<file path="src/rtl/bin_decoder_ctrl_if.sv">
// Handshake/bus bundle for bin_decoder_ctrl: control inputs and registered decode outputs.
interface bin_decoder_ctrl_if #(
    parameter int IN_W = 3
);
    localparam int OUT_W = 2 ** IN_W;

    logic              en;
    logic [1:0]        mode;
    logic [IN_W-1:0]   code_in;
    logic              code_vld;
    logic [OUT_W-1:0]  out;
    logic              busy;
    logic              done;

    modport master (
        output en, mode, code_in, code_vld,
        input  out, busy, done
    );

    modport slave (
        input  en, mode, code_in, code_vld,
        output out, busy, done
    );
endinterface

</file>
<file path="src/rtl/bin_decoder_ctrl.sv">
// Binary-to-one-hot decoder with level, fixed-length pulse and free-running scan modes.
module bin_decoder_ctrl #(
    parameter int IN_W      = 3,
    parameter int PULSE_LEN = 4,
    parameter int SCAN_DIV  = 8
) (
    input  logic              Clk,
    input  logic              Rst,
    bin_decoder_ctrl_if.slave bus
);
    localparam int OUT_W = 2 ** IN_W;
    localparam int SW    = (SCAN_DIV > 1) ? $clog2(SCAN_DIV) : 1;
    localparam int PW    = (PULSE_LEN > 1) ? $clog2(PULSE_LEN) : 1;

    localparam logic [SW-1:0]   STEP_LAST  = SW'(SCAN_DIV - 1);
    localparam logic [PW-1:0]   PULSE_LAST = PW'(PULSE_LEN - 1);
    localparam logic [IN_W-1:0] IDX_LAST   = IN_W'(OUT_W - 1);

    localparam logic [1:0] S_IDLE  = 2'd0;
    localparam logic [1:0] S_HOLD  = 2'd1;
    localparam logic [1:0] S_PULSE = 2'd2;
    localparam logic [1:0] S_SCAN  = 2'd3;

    localparam logic [1:0] M_LEVEL = 2'b00;
    localparam logic [1:0] M_PULSE = 2'b01;
    localparam logic [1:0] M_SCAN  = 2'b10;
    localparam logic [1:0] M_RSVD  = 2'b11;

    logic [1:0]       state;
    logic [1:0]       mode_q;
    logic [SW-1:0]    step_cnt;
    logic [PW-1:0]    pulse_cnt;
    logic [IN_W-1:0]  idx;
    logic [IN_W-1:0]  idx_next;
    logic [OUT_W-1:0] out_r;
    logic             busy_r;
    logic             done_r;
    logic             force_idle;

    function automatic logic [OUT_W-1:0] onehot(input logic [IN_W-1:0] c);
        logic [OUT_W-1:0] v;
        v    = '0;
        v[c] = 1'b1;
        return v;
    endfunction

    // Any mode change costs one idle cycle so the new mode always starts from a clean state.
    assign force_idle = !bus.en || (bus.mode == M_RSVD) || (bus.mode != mode_q);
    assign idx_next   = idx + 1'b1;

    always_ff @(posedge Clk) begin
        // mode_q follows the input even in reset so the first post-reset cycle is not a "change".
        mode_q <= bus.mode;
        done_r <= 1'b0;
        if (Rst || force_idle) begin
            state     <= S_IDLE;
            out_r     <= '0;
            busy_r    <= 1'b0;
            step_cnt  <= '0;
            pulse_cnt <= '0;
            idx       <= '0;
        end else begin
            case (bus.mode)
                M_LEVEL: begin
                    if (bus.code_vld) begin
                        out_r <= onehot(bus.code_in);
                        state <= S_HOLD;
                    end
                end
                M_PULSE: begin
                    if (state == S_PULSE) begin
                        if (pulse_cnt == PULSE_LAST) begin
                            state     <= S_IDLE;
                            out_r     <= '0;
                            busy_r    <= 1'b0;
                            done_r    <= 1'b1;
                            pulse_cnt <= '0;
                        end else begin
                            pulse_cnt <= pulse_cnt + 1'b1;
                        end
                    end else if (bus.code_vld) begin
                        state     <= S_PULSE;
                        out_r     <= onehot(bus.code_in);
                        busy_r    <= 1'b1;
                        pulse_cnt <= '0;
                    end
                end
                M_SCAN: begin
                    if (state == S_SCAN) begin
                        if (step_cnt == STEP_LAST) begin
                            step_cnt <= '0;
                            idx      <= idx_next;
                            out_r    <= onehot(idx_next);
                            done_r   <= (idx == IDX_LAST);
                        end else begin
                            step_cnt <= step_cnt + 1'b1;
                        end
                    end else begin
                        state    <= S_SCAN;
                        idx      <= '0;
                        out_r    <= onehot('0);
                        busy_r   <= 1'b1;
                        step_cnt <= '0;
                    end
                end
                default: begin
                end
            endcase
        end
    end

    assign bus.out  = out_r;
    assign bus.busy = busy_r;
    assign bus.done = done_r;
endmodule

</file>
<file path="src/flat_wrapper.sv">
// flat-port wrapper written by rule: the top's interface ports become plain ports
module bin_decoder_ctrl_flat 
#(
    parameter int IN_W      = 3,
    parameter int PULSE_LEN = 4,
    parameter int SCAN_DIV  = 8
)
  (Clk, Rst, bus_en, bus_mode, bus_code_in, bus_code_vld, bus_out, bus_busy, bus_done);
  bin_decoder_ctrl_if #(.IN_W(IN_W)) bus_i ();
  input  logic Clk;
  input  logic Rst;
  input wire logic [$bits(bus_i.en)-1:0] bus_en;
  input wire logic [$bits(bus_i.mode)-1:0] bus_mode;
  input wire logic [$bits(bus_i.code_in)-1:0] bus_code_in;
  input wire logic [$bits(bus_i.code_vld)-1:0] bus_code_vld;
  output wire logic [$bits(bus_i.out)-1:0] bus_out;
  output wire logic [$bits(bus_i.busy)-1:0] bus_busy;
  output wire logic [$bits(bus_i.done)-1:0] bus_done;
  assign bus_i.en = bus_en;
  assign bus_i.mode = bus_mode;
  assign bus_i.code_in = bus_code_in;
  assign bus_i.code_vld = bus_code_vld;
  assign bus_out = bus_i.out;
  assign bus_busy = bus_i.busy;
  assign bus_done = bus_i.done;
  bin_decoder_ctrl #(.IN_W(IN_W), .PULSE_LEN(PULSE_LEN), .SCAN_DIV(SCAN_DIV)) u_core (.Clk(Clk), .Rst(Rst), .bus(bus_i));
endmodule
</file>
<file path="config.mk">
export PLATFORM = sky130hd
export DESIGN_NAME = bin_decoder_ctrl_flat
export DESIGN_NICKNAME = d
export VERILOG_FILES = /design/src/rtl/bin_decoder_ctrl_if.sv /design/src/rtl/bin_decoder_ctrl.sv /design/src/flat_wrapper.sv
export SDC_FILE = /design/constraint.sdc
export NUM_CORES = 1
export LEC_CHECK = 0
export CORE_MARGIN = 10
export CORE_UTILIZATION = 40
export CTS_BUF_LIST = sky130_fd_sc_hd__clkbuf_8 sky130_fd_sc_hd__clkbuf_16
export DETAILED_ROUTE_END_ITERATION = 8
export HOLD_SLACK_MARGIN = 0.08
export PLACE_DENSITY = 0.59
export RECOVER_POWER = 25
export SLEW_MARGIN = 20
export SYNTH_ARGS = -nofsm -noshare
export SYNTH_HDL_FRONTEND = slang
export SYNTH_SLANG_ARGS = --single-unit
</file>
<file path="constraint.sdc">
create_clock -name Clk -period 2.9 [get_ports Clk]
set_input_delay 0.725 -clock Clk [delete_from_list [all_inputs] [get_ports Clk]]
set_output_delay 0.725 -clock Clk [all_outputs]
set_load 0.01 [all_outputs]
</file>
==> results of run 1 <==
state kept, by name, indices dropped and copies added (netlist names):
register	cells
u_core.state	2
u_core.pulse_cnt	2
u_core.bus.out	8
u_core.bus.done	1
u_core.mode_q	2
u_core.bus.busy	1
u_core.step_cnt	3
u_core.idx	3
layer usage:
layer	routed length, um	share of wire	track usage
met4	35	0.011	0.0430
met5	0	0	0
met1	1500	0.47	0.136
met2	1480	0.46	0.172
met3	177	0.056	0.0353
Yosys cell counts:
cell,count
a211oi_2,1
a21o_1,2
a21oi_1,10
a22oi_1,2
a311oi_1,1
a31oi_1,6
a32oi_1,6
a41o_1,1
and2_1,1
and2b_1,1
and4b_1,1
and4bb_4,1
buf_4,2
buf_6,3
clkinv_1,1
dfxtp_1,22
ha_1,12
inv_1,8
mux2i_1,2
nand2_1,11
nand2b_1,4
nand4_1,5
nor2_1,9
nor2b_1,2
nor3_1,4
nor3_2,1
nor3_4,2
nor4_1,1
o21a_1,1
o21ai_0,13
o21ai_2,1
o2bb2ai_1,5
o311a_1,1
o32ai_1,1
o41ai_1,1
or2_2,1
or3_4,1
or3b_4,1
xor2_1,2
area by class of cell:
type	instances	area share
clock buffer	4	0.0340
timing repair buffer	22	0.130
tap	46	0.0355
inverter	9	0.0208
multi-input combinational	114	0.508
sequential	22	0.272
tightest hold or removal path: cells and delay by family (launching register included):
family	cells	cell delay, ns
flip-flops	1	0.32
AND/OR/NAND/NOR	1	0.05
AO/OA/AOI/OAI	1	0.05
stage by stage:
step	hold slack [ns]	cell area, um^2
after floorplan	0.434	1350
after global placement	0.447	1570
after detailed placement	0.455	1570
after CTS	0.468	1620
after global routing	0.505	1620
final	0.469	1620
final timing paths:
check                      from            endpoint  slack (ns)
max                 bus_mode[0]     u_core.state[1]        0.32
min          u_core.step_cnt[1]  u_core.step_cnt[1]        0.47
max reg2reg  u_core.step_cnt[0]   u_core.bus.out[6]        1.23
min reg2reg  u_core.step_cnt[1]  u_core.step_cnt[1]        0.47
cells by family after synthesis:
logic type      count (synthesis)  share of synthesized area
fa+ha+maj                      12                      0.112
compound gates                 52                      0.263
mux                             2                     0.0149
buf+inv                        14                     0.0613
xor+xnor                        2                     0.0130
simple gates                   46                      0.209
flops                          22                      0.327
power groups by stage:
stage / Sequential [mW] / Clock (mW) / Combinational (mW)
3_5_place_dp: 0.315 / 0 / 0.0846
4_1_cts: 0.308 / 0.229 / 0.0850
5_1_grt: 0.308 / 0.241 / 0.0942
3_3_place_gp: 0.315 / 0 / 0.0840
2_1_floorplan: 0.315 / 0 / 0.0529
6_report: 0.308 / 0.221 / 0.0842
==> summary.txt, run 1 <==
Detailed routing
  – Routed vias/inst: 5.54
  – ANT nets after route: 0
  – WL final: 3190 um
  – First-pass iteration count of the detailed router: 4
  – DR WL/cell: 14.7 um
  – Vias: 1203
  – Iteration-0 DRC Markers: 63
  – Number of remaining DRC errors: 0

Worst setup path
  – Critical Path RT: 3.06 ns
  – CP max FO: 8
  – Worst path depth: 7
  – Crit path max-delay family: buffers and inverters
  – Crit-path max cell delay: 0.68 ns
  – Crit-path slowest cell: dlygate4sd3_1
  – Reg2reg path depth: 7
  – Worst Path Buf+Inv: 2
  – Crit Path Class: primary input to flop
  – CP arrival: 2.74 ns
  – Crit. End Element: flop
  – CP cell instances: dlygate4sd3_1 -> inv_1 -> ha_1 -> and2_1 -> o21a_1 -> o311a_1 -> a41o_1
  – Worst Setup Start Kind: primary input

Synth
  – Mapped cell area: 1350 um^2
  – Synth top area cells: dfxtp_1 (33%), ha_1 (11%), o21ai_0 (4.8%)
  – Yosys reg bits: 22
  – Post-Syn Area per Cell: 8.98 um^2
  – Synth cell types: 39
  – Synth Net Count: 171
  – Ys Warns: 0
  – Cells after synthesis: 150
  – Sequential fraction of the synthesis area: 0.327
  – Synth area leader: dfxtp_1
  – Top-area cell type share of the netlist area: 0.327

Layout
  – Area of the multi-input gates: 823 um^2
  – Finished Core Util: 0.493
  – Final-stage net count: 193
  – Area growth, synth to finish: 20.4%
  – Most common cell after layout, fill and taps aside: dfxtp_1
  – Layout cells sized above 1: 0.0994
  – # fillers: 338
  – Total area of sequential cells: 440 um^2
  – Leading cell types in the layout, fill and taps excluded: dfxtp_1 (22), o21ai_0 (13), ha_1 (12)
  – Non-filler cells, final: 217
  – ANT cells: 0

Die
  – Placement Rows: 21
  – Full die area: 6090 um^2
  – Top Ports: 19
  – Core Area: 3280 um^2
  – Die height: 78.0 um
  – Die width: 78.0 um
  – Initial core utilization: 0.410

Clocking
  – CTS root buf: clkbuf_8
  – Post_cts resized: 0
  – Worst-path clk slew: 0.08 ns
  – Total CTS buffers: 3
  – CTS tree: done
  – Longest Clk Path Bufs: 2
  – CTS hold repair buffers: 0
  – # H-tree levels: 1
  – Worst-Skew Late Latency: 0.26 ns
  – Clock sinks: 22
  – Post-CTS Setup Inserts: 0

Place
  – GP Congestion: 0.877
  – Pre-CTS setup slack: 0.117 ns
  – Post-DP HPWL: 2460 um
  – Placed cells: 213
  – Number of I/O port buffers: 18

Power
  – Total Power: 0.612 mW
  – Peak supply drop: 0.000147 V
  – Logic pwr share: 0.138
  – Cell internal pwr: 0.462 mW
  – Sequential share of power: 0.502
  – Pleak: 0.614 nW
  – Sw Pwr: 0.151 mW
  – Switching part of the total: 0.246
  – Pwr/cell area: 378 nW/um^2
  – Power share of the clock group: 0.360

Global routing
  – GRT Overall Usage: 0.109
  – Vias in the first global route: 1166
  – First-pass GRT wire length: 5630 um
  – Grt ovf: 0
  – Initial antenna violation count: 0
  – Pin count of the biggest net entering global routing: 17

Timing
  – Unrepaired setup endpoints after global routing: false
  – Rel. slew slack: 0.720
  – Post-layout min period: 2.58 ns
  – Setup slack after layout: 0.325 ns
  – Final period util: 0.888
  – Final Hold Viols: 0
  – Worst-Margin Slew: 0.416 ns
  – Slew Limit Fails: 0
  – Final setup fails: 0
  – Setup_tns: 0 ns
  – Worst Skew: 0.00937 ns
  – Fmax: 388 MHz

Worst hold path
  – Worst hold path type: flop to flop
  – Hold path depth: 2

Job
  – Max_cap viols: 0

Run status
  – Status: finished clean
Power figures use the tool's default switching activity.
==> run 2, diff against run 1 <==
Settings changed: CTS_BUF_LIST sky130_fd_sc_hd__clkbuf_8 sky130_fd_sc_hd__clkbuf_16 to sky130_fd_sc_hd__clkbuf_4.
==> summary.txt, run 2 (synthesis results as in run 1) <==
Timing
  – Final setup fails: 0 (unchanged)
  – Fmax: 399 MHz (was 388 MHz)
  – Rel. slew slack: 0.719 (was 0.720)
  – Worst Skew: 0.0126 ns (was 0.00937 ns)
  – Post-layout min period: 2.51 ns (was 2.58 ns)
  – Unrepaired setup endpoints after global routing: false (unchanged)
  – Final period util: 0.864 (was 0.888)
  – Final Hold Viols: 0 (unchanged)
  – Setup_tns: 0 ns (unchanged)
  – Slew Limit Fails: 0 (unchanged)
  – Worst-Margin Slew: 0.416 ns (about the same)

Place
  – Post-DP HPWL: 2460 um (unchanged)
  – Number of I/O port buffers: 18 (unchanged)
  – GP Congestion: 0.877 (unchanged)

Power
  – Sw Pwr: 0.150 mW (was 0.151 mW)
  – Sequential share of power: 0.569 (was 0.502)
  – Peak supply drop: 0.000201 V (was 0.000147 V)
  – Logic pwr share: 0.155 (was 0.138)
  – Pwr/cell area: 340 nW/um^2 (was 378 nW/um^2)
  – Total Power: 0.541 mW (was 0.612 mW)
  – Pleak: 0.601 nW (was 0.614 nW)
  – Switching part of the total: 0.277 (was 0.246)
  – Cell internal pwr: 0.391 mW (was 0.462 mW)
  – Power share of the clock group: 0.276 (was 0.360)

Worst hold path
  – Hold EP: u_core.step_cnt[1] (unchanged)
  – HP Start: u_core.step_cnt[1] (unchanged)
  – Worst hold path type: flop to flop (unchanged)
  – Hold path depth: 2 (unchanged)

Job
  – Max_cap viols: 0 (unchanged)

Run status
  – Status: finished clean (unchanged)

Detailed routing
  – Vias: 1217 (was 1203)
  – Number of remaining DRC errors: 0 (unchanged)
  – WL final: 3200 um (was 3190 um)
  – DR WL/cell: 14.8 um (was 14.7 um)
  – Iteration-0 DRC Markers: 58 (was 63)
  – First-pass iteration count of the detailed router: 4 (unchanged)
  – ANT nets after route: 0 (unchanged)
  – Routed vias/inst: 5.61 (was 5.54)

Layout
  – Layout cells sized above 1: 0.0936 (was 0.0994)
  – ANT cells: 0 (unchanged)
  – Final-stage net count: 193 (unchanged)
  – Area growth, synth to finish: 18.2% (was 20.4%)
  – Most common cell after layout, fill and taps aside: dfxtp_1 (unchanged)
  – # fillers: 344 (was 338)
  – Area of the multi-input gates: 823 um^2 (unchanged)
  – Total area of sequential cells: 440 um^2 (unchanged)
  – Max FFs per register: 8 (unchanged)
  – Leading cell types in the layout, fill and taps excluded: dfxtp_1 (22), o21ai_0 (13), ha_1 (12) (unchanged)

Global routing
  – Met2 GRT Util: 0.175 (was 0.172)
  – Pin count of the biggest net entering global routing: 17 (unchanged)
  – Grt ovf: 0 (unchanged)
  – GRT Overall Usage: 0.110 (was 0.109)
  – Initial antenna violation count: 0 (unchanged)
  – Vias in the first global route: 1170 (was 1166)
  – M3 GR Usage: 0.0376 (was 0.0353)
  – GR peak layer: met2 (unchanged)
  – First-pass GRT wire length: 5650 um (was 5630 um)
  – Met1 GRT Util: 0.137 (was 0.136)

Worst setup path
  – CP cell instances: dlygate4sd3_1 -> inv_1 -> ha_1 -> and2_1 -> o21a_1 -> o311a_1 -> a41o_1 (unchanged)
  – Worst path depth: 7 (unchanged)
  – R2r startpoint: u_core.step_cnt[0] (unchanged)
  – R2r setup slk: 1.20 ns (was 1.23 ns)
  – Crit-path max cell delay: 0.68 ns (about the same)
  – CP max FO: 8 (unchanged)
  – Crit-path slowest cell: dlygate4sd3_1 (unchanged)
  – Critical Path RT: 3.13 ns (was 3.06 ns)
  – Worst Path Buf+Inv: 2 (unchanged)
  – Worst Setup Start Kind: primary input (unchanged)
  – Crit Path Class: primary input to flop (unchanged)
  – RR Endpoint: u_core.bus.out[6] (unchanged)
  – Crit path max-delay family: buffers and inverters (unchanged)
  – CP arrival: 2.73 ns (was 2.74 ns)
  – Reg2reg path depth: 7 (unchanged)
  – Crit. End Element: flop (unchanged)

Clocking
  – Post_cts resized: 0 (unchanged)
  – CTS tree: done (unchanged)
  – Worst-path clk slew: 0.14 ns (was 0.08 ns)
  – Longest Clk Path Bufs: 2 (unchanged)
  – Clock sinks: 22 (unchanged)
  – Post-CTS Setup Inserts: 0 (unchanged)
  – CTS root buf: clkbuf_4 (was clkbuf_8)
  – Worst-Skew Late Latency: 0.31 ns (was 0.26 ns)
  – CTS hold repair buffers: 0 (unchanged)
  – Total CTS buffers: 3 (unchanged)
  – # H-tree levels: 1 (unchanged)

Die
  – Die width: 78.0 um (unchanged)
  – Die height: 78.0 um (unchanged)
  – Initial core utilization: 0.410 (unchanged)
  – Placement Rows: 21 (unchanged)
  – Top Ports: 19 (unchanged)
  – Core Area: 3280 um^2 (unchanged)
  – Full die area: 6090 um^2 (unchanged)
==> run 2: cell count changes in the layout (fill, tap and decap cells not counted), sizes merged <==
cell,delta
clkinv,+1
clkbuf,-1
==> run 2: layer usage <==
layer / up-vias / share of wire
met5: - / 0
met4: 0 / 0.0078
met3: 4 / 0.058
met2: 24 / 0.46
met1: 583 / 0.47
li1: 606 / -
==> run 2: metrics by stage <==
step | instances | utilization | hold WS (ns) | cell area, um^2 | worst slack (ns)
CTS | 217 | 0.485 | 0.474 | 1590 | 0.465
global placement | 213 | 0.477 | 0.447 | 1570 | 0.181
global route | 217 | 0.485 | 0.511 | 1590 | 0.293
floorplan | 150 | - | 0.434 | 1350 | 0.869
detailed placement | 213 | 0.477 | 0.455 | 1570 | 0.117
finish | 217 | 0.485 | 0.474 | 1590 | 0.394
==> run 2: worst max path at each step <==
| stage | startpoint | end | slack, ns |
|---|---|---|---|
| 2_1_floorplan | bus_mode[1] | u_core.state[1] | 0.87 |
| 3_3_place_gp | bus_mode[0] | u_core.state[1] | 0.18 |
| 3_5_place_dp | bus_mode[0] | u_core.state[1] | 0.12 |
| 4_1_cts | bus_mode[0] | u_core.state[1] | 0.47 |
| 5_1_grt | bus_mode[0] | u_core.state[1] | 0.29 |
| 6_report | bus_mode[0] | u_core.state[1] | 0.39 |
==> run 2: cell type report <==
type,instances,area share
well taps,46,0.0362
clock buffers,3,0.0142
multi-input cells,114,0.517
clock inverters,1,0.00236
flip-flops and latches,22,0.277
inverters,9,0.0212
repair buffers,22,0.132
==> run 2: worst register-to-register path, cell delays in order, from the launching register on <==
cell,delay [ns]
dfxtp_1,0.39
ha_1,0.18
ha_1,0.23
and4b_1,0.25
nor3_4,0.11
buf_4,0.21
o21ai_0,0.09
a31oi_1,0.17
==> run 2: power groups by stage <==
stage	combinational (mW)	sequential [mW]	clock, mW
floorplan	0.0529	0.315	0
global placement	0.0840	0.315	0
detailed placement	0.0846	0.315	0
CTS	0.0849	0.308	0.151
global route	0.0942	0.309	0.169
finish	0.0840	0.308	0.149
==> run 3, diff against run 2 <==
Settings changed: REMOVE_ABC_BUFFERS from default to 1.
==> summary.txt, run 3 (synthesis results as in run 1) <==
Clocking
  – CTS root buf: clkbuf_4 (unchanged)
  – # H-tree levels: 1 (unchanged)
  – Worst-Skew Late Latency: 0.31 ns (about the same)
  – Post_cts resized: 0 (unchanged)
  – CTS tree: done (unchanged)
  – Worst-path clk slew: 0.12 ns (was 0.14 ns)
  – Longest Clk Path Bufs: 2 (unchanged)
  – Total CTS buffers: 3 (unchanged)
  – Clock sinks: 22 (unchanged)
  – CTS hold repair buffers: 0 (unchanged)
  – Post-CTS Setup Inserts: 0 (unchanged)

Timing
  – Fmax: 398 MHz (was 399 MHz)
  – Post-layout min period: 2.51 ns (about the same)
  – Setup slack after layout: 0.390 ns (was 0.394 ns)
  – Final Hold Viols: 0 (unchanged)
  – Slew Limit Fails: 0 (unchanged)
  – Setup_tns: 0 ns (unchanged)
  – Rel. slew slack: 0.673 (was 0.719)
  – Min Hold Slack: 0.472 ns (was 0.474 ns)
  – Unrepaired setup endpoints after global routing: false (unchanged)
  – Worst Skew: 0.00451 ns (was 0.0126 ns)
  – Final setup fails: 0 (unchanged)
  – Worst-Margin Slew: 0.486 ns (was 0.416 ns)
  – Final period util: 0.866 (was 0.864)

Worst setup path
  – Crit Path Class: primary input to flop (unchanged)
  – Crit path max-delay family: buffers and inverters (unchanged)
  – Critical Path RT: 3.12 ns (was 3.13 ns)
  – CP cell instances: dlygate4sd3_1 -> inv_1 -> ha_1 -> and2_1 -> o21a_1 -> o311a_1 -> a41o_1 (unchanged)
  – Crit. End Element: flop (unchanged)
  – CP max FO: 8 (unchanged)
  – Crit-path slowest cell: dlygate4sd3_1 (unchanged)
  – Worst Setup Start Kind: primary input (unchanged)
  – CP arrival: 2.73 ns (about the same)
  – Worst Path Buf+Inv: 2 (unchanged)
  – Crit-path max cell delay: 0.68 ns (about the same)

Detailed routing
  – Vias: 1155 (was 1217)
  – Number of remaining DRC errors: 0 (unchanged)
  – DR WL/cell: 14.2 um (was 14.8 um)
  – First-pass iteration count of the detailed router: 4 (unchanged)
  – ANT nets after route: 0 (unchanged)
  – Iteration-0 DRC Markers: 48 (was 58)
  – WL final: 3060 um (was 3200 um)
  – Routed vias/inst: 5.37 (was 5.61)

Run status
  – Status: finished clean (unchanged)

Global routing
  – Initial antenna violation count: 0 (unchanged)
  – GRT Overall Usage: 0.100 (was 0.110)
  – First-pass GRT wire length: 5200 um (was 5650 um)
  – Grt ovf: 0 (unchanged)
  – Vias in the first global route: 1108 (was 1170)
  – Pin count of the biggest net entering global routing: 17 (unchanged)

Die
  – Placement Rows: 21 (unchanged)
  – Initial core utilization: 0.410 (unchanged)
  – Full die area: 6090 um^2 (unchanged)
  – Core Area: 3280 um^2 (unchanged)
  – Top Ports: 19 (unchanged)
  – Die height: 78.0 um (unchanged)
  – Die width: 78.0 um (unchanged)

Layout
  – Final Instance Area: 1580 um^2 (was 1590 um^2)
  – Area growth, synth to finish: 17.1% (was 18.2%)
  – Most common cell after layout, fill and taps aside: dfxtp_1 (unchanged)
  – Layout cells sized above 1: 0.0828 (was 0.0936)
  – Leading cell types in the layout, fill and taps excluded: dfxtp_1 (22), o21ai_0 (13), ha_1 (12) (unchanged)
  – Max FFs per register: 8 (unchanged)
  – ANT cells: 0 (unchanged)
  – Final-stage net count: 192 (was 193)

Place
  – GP Congestion: 0.949 (was 0.877)
  – Pre-CTS setup slack: 0.131 ns (was 0.117 ns)
  – Post-DP HPWL: 2360 um (was 2460 um)
  – Number of I/O port buffers: 18 (unchanged)
  – Area after DPL: 1560 um^2 (was 1570 um^2)

Job
  – Max_cap viols: 0 (unchanged)

Power
  – Peak supply drop: 0.000174 V (was 0.000201 V)
  – Pwr/cell area: 336 nW/um^2 (was 340 nW/um^2)
  – Pleak: 0.590 nW (was 0.601 nW)

Worst hold path
  – Worst hold path type: flop to flop (unchanged)
==> run 3: cell count changes in the layout (fill, tap and decap cells not counted), sizes merged <==
cell,delta
clkbuf,+1
dlygate4sd3,-1
clkinv,-1
clkdlybuf4s50,+1
buf,-2
==> run 3: tightest hold or removal path: cells and delay by family, from the launching register on <==
kind             cells  cell delay, ns
AO/OA/AOI/OAI        1            0.05
AND/OR/NAND/NOR      1            0.05
flip-flops           1            0.33
==> run 3: final timing paths <==
| path | start | end | slack, ns | cells past startpoint |
|---|---|---|---|---|
| setup / recovery | bus_mode[0] | u_core.state[1] | 0.39 | 7 |
| hold / removal | u_core.step_cnt[1] | u_core.step_cnt[1] | 0.47 | 2 |
| hold reg to reg | u_core.step_cnt[1] | u_core.step_cnt[1] | 0.47 | 2 |
| setup reg to reg | u_core.idx[0] | u_core.bus.out[0] | 1.20 | 6 |
==> run 3: cell type report <==
type	count	area, um^2
Timing Repair Buffer	21	199
Clock buffer	3	22.5
Inverter	9	33.8
Sequential cell	22	440
Multi-Input combinational cell	114	823
Fill cell	324	1710
Tap cell	46	57.6
==> run 3: per-layer routing <==
layer / GRT usage / vias up / share of wire
met3: 0.0273 / 4 / 0.039
met2: 0.153 / 13 / 0.46
li1: - / 611 / -
met4: 0.0323 / 0 / 0.010
met1: 0.133 / 527 / 0.49
met5: 0 / - / 0
==> run 3: stage by stage <==
step	utilization	instances	total power, mW
detailed placement	0.474	212	0.397
floorplan	-	145	0.362
global placement	0.474	212	0.396
CTS	0.481	215	0.534
finish	0.480	215	0.529
global route	0.480	215	0.556
==> run 3: where the power goes <==
| group | internal [mW] | leakage, nW | switching, mW | total (mW) |
|---|---|---|---|---|
| registers | 0.306 | 0.178 | 0.00251 | 0.308 |
| logic | 0.0339 | 0.398 | 0.0474 | 0.0813 |
| clock network | 0.0485 | 0.0138 | 0.0915 | 0.140 |
